$ cat src/rtl/uart_word_loader.sv
`timescale 1ns/1ps
// -----------------------------------------------------------------------------
// uart_word_loader
//
// Parses a framed program image arriving as a UART byte stream and writes it
// into instruction/data memory as little-endian words of WORD_BYTES bytes.
//
// Frame: SYNC_BYTE, word count N (16-bit, LSB first), N*WORD_BYTES payload
// bytes, then one XOR checksum byte when LOADER_CHECKSUM_EN is defined.
// The checksum is the XOR of both length bytes and every payload byte.
//
// Build option:
//   LOADER_CHECKSUM_EN  defined   -> trailing checksum byte required; a
//                                    mismatch ends the frame in error.
//                       undefined -> no checksum; the frame ends on the last
//                                    payload byte.
//
// Ports:
//   clk_10MHz     in   system clock
//   rst_n         in   asynchronous active-low reset
//   rx_data[7:0]  in   received byte, qualified by rx_valid
//   rx_valid      in   one-cycle strobe per received byte
//   mem_we        out  one-cycle registered write strobe
//   mem_addr      out  byte address of the word written (words * WORD_BYTES)
//   mem_wdata     out  assembled word, first received byte in the LSB
//   busy          out  frame in progress
//   load_done     out  last frame completed cleanly (held until next sync)
//   load_err      out  last frame aborted: capacity, timeout or checksum
//   words_loaded  out  words written in the current or last frame
// -----------------------------------------------------------------------------
module uart_word_loader #(
    parameter int unsigned WORD_BYTES  = 4,
    parameter int unsigned ADDR_W      = 8,
    parameter logic [7:0]  SYNC_BYTE   = 8'hA5,
    parameter int unsigned TIMEOUT_CYC = 100000
) (
    input  logic                    clk_10MHz,
    input  logic                    rst_n,
    input  logic [7:0]              rx_data,
    input  logic                    rx_valid,
    output logic                    mem_we,
    output logic [ADDR_W-1:0]       mem_addr,
    output logic [8*WORD_BYTES-1:0] mem_wdata,
    output logic                    busy,
    output logic                    load_done,
    output logic                    load_err,
    output logic [15:0]             words_loaded
);

    localparam int unsigned WORD_W  = 8 * WORD_BYTES;
    localparam int unsigned LANE_W  = (WORD_BYTES > 1) ? $clog2(WORD_BYTES) : 1;
    localparam int unsigned TIMER_W = $clog2(TIMEOUT_CYC + 1);

    // Largest word count that fits the byte-addressed memory.
    localparam longint unsigned MAX_WORDS = (64'd1 << ADDR_W) / WORD_BYTES;

    localparam logic [LANE_W-1:0]  LAST_LANE  = LANE_W'(WORD_BYTES - 1);
    localparam logic [TIMER_W-1:0] TIMER_LAST = TIMER_W'(TIMEOUT_CYC - 1);

    localparam logic [2:0] IDLE   = 3'd0;
    localparam logic [2:0] LEN_LO = 3'd1;
    localparam logic [2:0] LEN_HI = 3'd2;
    localparam logic [2:0] DATA   = 3'd3;
    localparam logic [2:0] DONE   = 3'd5;
    localparam logic [2:0] ERROR  = 3'd6;
`ifdef LOADER_CHECKSUM_EN
    localparam logic [2:0] CHECK  = 3'd4;
    // Where the frame goes once the payload (or an empty payload) is complete.
    localparam logic [2:0] PAYLOAD_END = CHECK;
`else
    localparam logic [2:0] PAYLOAD_END = DONE;
`endif

    logic [2:0]         state_q,     state_d;
    logic [15:0]        len_q,       len_d;
    logic [15:0]        words_q,     words_d;
    logic [LANE_W-1:0]  lane_q,      lane_d;
    logic [WORD_W-1:0]  word_q,      word_d;
    logic [TIMER_W-1:0] timer_q,     timer_d;
    logic               mem_we_q,    mem_we_d;
    logic [ADDR_W-1:0]  mem_addr_q,  mem_addr_d;
    logic [WORD_W-1:0]  mem_wdata_q, mem_wdata_d;
`ifdef LOADER_CHECKSUM_EN
    logic [7:0]         csum_q,      csum_d;
`endif

    logic               in_frame;
    logic [15:0]        len_rx;
    logic [WORD_W-1:0]  word_ins;

`ifdef LOADER_CHECKSUM_EN
    assign in_frame = (state_q == LEN_LO) || (state_q == LEN_HI) ||
                      (state_q == DATA)   || (state_q == CHECK);
`else
    assign in_frame = (state_q == LEN_LO) || (state_q == LEN_HI) ||
                      (state_q == DATA);
`endif

    // Full word count as it would be latched by the byte now on rx_data.
    assign len_rx = {rx_data, len_q[7:0]};

    // Current word with the incoming byte placed in lane lane_q.
    always_comb begin
        word_ins = word_q;
        for (int i = 0; i < WORD_BYTES; i++) begin
            if (lane_q == LANE_W'(i)) word_ins[8*i +: 8] = rx_data;
        end
    end

    always_comb begin
        // NOTE: every variable gets a default before the case so no path
        // leaves it unassigned; that is what keeps this block latch-free.
        state_d     = state_q;
        len_d       = len_q;
        words_d     = words_q;
        lane_d      = lane_q;
        word_d      = word_q;
        timer_d     = timer_q;
        mem_we_d    = 1'b0;
        mem_addr_d  = mem_addr_q;
        mem_wdata_d = mem_wdata_q;
`ifdef LOADER_CHECKSUM_EN
        csum_d      = csum_q;
`endif

        case (state_q)
            IDLE, DONE, ERROR: begin
                if (rx_valid && (rx_data == SYNC_BYTE)) begin
                    state_d = LEN_LO;
                    words_d = '0;
                    lane_d  = '0;
`ifdef LOADER_CHECKSUM_EN
                    csum_d  = '0;
`endif
                end
            end

            LEN_LO: begin
                if (rx_valid) begin
                    len_d[7:0] = rx_data;
                    state_d    = LEN_HI;
`ifdef LOADER_CHECKSUM_EN
                    csum_d     = csum_q ^ rx_data;
`endif
                end
            end

            LEN_HI: begin
                if (rx_valid) begin
                    len_d = len_rx;
`ifdef LOADER_CHECKSUM_EN
                    csum_d = csum_q ^ rx_data;
`endif
                    if (64'(len_rx) > MAX_WORDS) state_d = ERROR;
                    else if (len_rx == 16'd0)    state_d = PAYLOAD_END;
                    else                         state_d = DATA;
                end
            end

            DATA: begin
                if (rx_valid) begin
`ifdef LOADER_CHECKSUM_EN
                    csum_d = csum_q ^ rx_data;
`endif
                    word_d = word_ins;
                    if (lane_q == LAST_LANE) begin
                        lane_d      = '0;
                        mem_we_d    = 1'b1;
                        mem_addr_d  = ADDR_W'(64'(words_q) * 64'(WORD_BYTES));
                        mem_wdata_d = word_ins;
                        words_d     = words_q + 16'd1;
                        if ((words_q + 16'd1) == len_q) state_d = PAYLOAD_END;
                    end else begin
                        lane_d = lane_q + LANE_W'(1);
                    end
                end
            end

`ifdef LOADER_CHECKSUM_EN
            CHECK: begin
                if (rx_valid) state_d = (rx_data == csum_q) ? DONE : ERROR;
            end
`endif

            default: state_d = IDLE;
        endcase

        // Idle-gap watchdog. The error fires on the TIMEOUT_CYC-th consecutive
        // idle cycle; a byte arriving in that cycle clears the count instead.
        if (!in_frame || rx_valid) begin
            timer_d = '0;
        end else if (timer_q == TIMER_LAST) begin
            timer_d = '0;
            state_d = ERROR;
        end else begin
            timer_d = timer_q + TIMER_W'(1);
        end
    end

    always_ff @(posedge clk_10MHz or negedge rst_n) begin
        // NOTE: the word and write-data registers are reset along with the
        // control state so mem_wdata reads 0 out of reset rather than X.
        if (!rst_n) begin
            state_q     <= IDLE;
            len_q       <= '0;
            words_q     <= '0;
            lane_q      <= '0;
            word_q      <= '0;
            timer_q     <= '0;
            mem_we_q    <= 1'b0;
            mem_addr_q  <= '0;
            mem_wdata_q <= '0;
`ifdef LOADER_CHECKSUM_EN
            csum_q      <= '0;
`endif
        end else begin
            // NOTE: non-blocking assignments so every register samples the
            // pre-edge values, independent of statement order.
            state_q     <= state_d;
            len_q       <= len_d;
            words_q     <= words_d;
            lane_q      <= lane_d;
            word_q      <= word_d;
            timer_q     <= timer_d;
            mem_we_q    <= mem_we_d;
            mem_addr_q  <= mem_addr_d;
            mem_wdata_q <= mem_wdata_d;
`ifdef LOADER_CHECKSUM_EN
            csum_q      <= csum_d;
`endif
        end
    end

    assign mem_we       = mem_we_q;
    assign mem_addr     = mem_addr_q;
    assign mem_wdata    = mem_wdata_q;
    assign busy         = in_frame;
    assign load_done    = (state_q == DONE);
    assign load_err     = (state_q == ERROR);
    assign words_loaded = words_q;

endmodule

$ cat config.mk
export PLATFORM = sky130hd
export DESIGN_NAME = uart_word_loader
export DESIGN_NICKNAME = d
export VERILOG_FILES = /design/src/rtl/uart_word_loader.sv
export SDC_FILE = /design/constraint.sdc
export NUM_CORES = 1
export LEC_CHECK = 0
export CAP_MARGIN = 10
export CORE_MARGIN = 2
export CORE_UTILIZATION = 40
export DETAILED_ROUTE_END_ITERATION = 8
export PLACE_DENSITY_LB_ADDON = 0.2
export SLEW_MARGIN = 20
export SYNTH_ARGS = -nofsm -noshare
export SYNTH_HDL_FRONTEND = slang
export SYNTH_SLANG_ARGS = --single-unit
$ cat constraint.sdc
create_clock -name clk_10MHz -period 2.9 [get_ports clk_10MHz]
set_input_delay 0.435 -clock clk_10MHz [delete_from_list [all_inputs] [get_ports clk_10MHz]]
set_output_delay 0.435 -clock clk_10MHz [all_outputs]
set_load 0.01 [all_outputs]
==> flow_summary.toml <==
[power_and_ir_drop]
max-vdd-ir-drop_mv = 0.497
leakagePower_nw = 3.23
power.density_nw_per_um2 = 923
p_total_w = 0.00673

[placement]
placed_area_um2 = 6700
routabilityCongestion = 0.855
portBuffers = 68
hpwlAfterDp_um = 9380

[global_route]
antenna_found_initial = 0
grt_pass1_wl_um = 23200
grt_max_degree = 74
use_met1 = 0.243
grt-busiest-layer = "met2"
grtUsageTotal = 0.187
grt_overflow_total = 0
met3_usage = 0.0404
grt_pass1_vias = 4583
grt_util_met2 = 0.303

[yosys]
yosysMostFrequentCell = "dfrtp_1"
ys_seq_area_frac = 0.504
ys_ff_latch = 117
synthFlopType = "dfrtp_1"
syn_inst = 577
ys.warnings.count = 0
synth-async-reset-ratio = 1.00
synthesis.area_um2 = 5810
synth_top_area_frac = 0.504
syn_avg_cell_area_um2 = 10.1
synth_common_cells = "117 x dfrtp_1, 74 x nand2_1, 67 x nor2_1, 41 x mux2_2, 34 x a21oi_1"
synth_top_area_cell = "dfrtp_1"
netlist_top_cells_area = "dfrtp_1 50%, mux2_2 7.9%, nand2_1 4.8%, nor2_1 4.3%, mux2i_1 4.3%"
synth_edf_count = 0
yosysUniqueCellTypes = 56

[sta]
rsz0062_at_grt = "false"
report.final.slew_viol_count = 0
finalSetupViolations = 0
fin_worst_skew_ns = 0.00820
fmax_ghz = 0.407
min_period_ns = 2.46
hold_viol = 0
maxSlewHeadroom = 0.506
fin_setup_tns_ns = 0
worst_slew_pin_slew_ns = 0.741
post-route-period-util = 0.847

[clock_network]
cts.htree.levels = 4
cts_root_buffer = "clkbuf_16"
cts_tree = "built"
cts.sinks = 117
cts_buffers = 17
clock_latency_ns = 0.42
postCtsSetupBuffers = 0
clk_pin_slew_ns = 0.06
cts_buffer_depth = 2

[flow_run]
cap_violations = 0

[finish]
drive_gt1_frac = 0.163
areaGrowthSynthToFinish_pct = 25.4
nets = 662
num_antenna_cells = 0
design_area_um2 = 7290

[detailed_routing]
drc_errors = 0
post_drt_wl_per_cell_um = 16.4
routed_wl_um = 13800
vias = 4414
drt_iter0_drc = 342
first_pass_iters = 4
via_per_inst = 5.24
antenna_left = 0

[critical_path]
setup.worst_path.end_class = "flip-flop"
cp-start-kind = "flip-flop"
crit_required_ns = 3.25
critPathKind = "flip-flop to flip-flop"
cp_max_fo = 7
arrival_ns = 2.81

[floorplan]
ios = 71
chipHeight_um = 125
num_rows = 44
coreArea_um2 = 14400
die-area_um2 = 15500
start_util = 0.405
fp.dieW_um = 125

[run_status]
status = "finished clean"

[hold_path]
holdCritPathClass = "flip-flop to flip-flop"
repair_timing:
| action | 4_1_cts | 5_1_grt |
|---|---|---|
| resized for setup | 0 | 0 |
| hold endpoints to repair | 26 | 0 |
| hold buffers | 1 | 0 |
metrics by stage:
step                hold slack (ns)  worst slack, ns  utilization  instances
floorplan                     0.139            0.707            -        578
global placement              0.433            0.130        0.466        809
detailed placement            0.442            0.194        0.466        809
CTS                           0.479            0.385        0.507        842
global route                  0.501            0.151        0.507        842
finish                        0.472            0.445        0.507        842
layout make-up:
cell class	instances	area, um^2
Fill cell	1302	7080
Sequential cell	117	2930
Multi-Input combinational cell	411	2670
Timing Repair Buffer	88	843
Clock buffer	21	480
Tap cell	184	230
Clock inverter	11	100
Inverter	10	37.5
cell usage in the layout, fill, tap and decap left out, types with 9 or more instances in the layout:
cell             count
dfrtp_1            117
nand2_1             74
nor2_1              67
clkdlybuf4s50_1     67
mux2_2              41
a21oi_1             33
o21ai_0             29
mux2i_1             25
xor2_1              23
buf_4               19
clkbuf_16           17
nand4_1             13
xnor2_1             13
nand3_1             12
inv_1                9
nor3_1               9
path summary, 6_finish.rpt:
check / to / slack (ns) / start / depth (start not counted)
setup / recovery: state_q[2]$_DFF_PN0_ / 0.44 / words_loaded[1]$_DFFE_PN0P_ / 9
hold / removal: mem_addr[2]$_DFFE_PN0P_ / 0.47 / mem_addr[2]$_DFFE_PN0P_ / 2
setup reg to reg: state_q[2]$_DFF_PN0_ / 0.44 / words_loaded[1]$_DFFE_PN0P_ / 9
hold reg to reg: mem_addr[2]$_DFFE_PN0P_ / 0.47 / mem_addr[2]$_DFFE_PN0P_ / 2
max in group asynchronous: timer_q[2]$_DFF_PN0_ / 1.55 / rst_n / 3
min in group asynchronous: mem_wdata[1]$_DFFE_PN0P_ / 0.53 / rst_n / 2
power breakdown:
group,switching (W),leakage [nW],internal (W)
combinational,0.000953,1.42,0.00117
clock,0.000753,0.285,0.00127
sequential,0.000403,1.52,0.00218
critical path: stages (launching register included):
cell,delay [ns]
dfrtp_1,0.46
ha_1,0.22
nand3_1,0.22
buf_4,0.25
o21a_1,0.16
nor4_1,0.29
o21ai_0,0.19
nor4_1,0.31
buf_4,0.19
a21o_1,0.11
state kept, by name, indices dropped and copies added, names as in the netlist:
| name | count |
|---|---|
| mem_wdata | 32 |
| word_q | 24 |
| timer_q | 17 |
| len_q | 16 |
| words_loaded | 16 |
| mem_addr | 6 |
| state_q | 3 |
| lane_q | 2 |
| mem_we | 1 |
cells by family (layout without fill, tap and decap cells):
| family | Yosys count | in the layout | share of synthesized area |
|---|---|---|---|
| and+or+nand+nor | 214 | 214 | 0.182 |
| buffers and inverters | 50 | 130 | 0.0385 |
| xor gates and xnor gates | 36 | 36 | 0.0542 |
| other | 1 | 2 | 0.000645 |
| adders and majority gates | 7 | 7 | 0.0146 |
| muxes | 66 | 66 | 0.122 |
| DFF | 117 | 117 | 0.504 |
| AOI/OAI and AO/OA | 86 | 86 | 0.0841 |
layer usage:
metal / up-vias / part of all wire
met5: - / 0
met3: 24 / 0.045
li1: 2131 / -
met2: 103 / 0.48
met1: 2156 / 0.45
met4: 0 / 0.023
No activity file was read; power rests on OpenSTA's default activity.
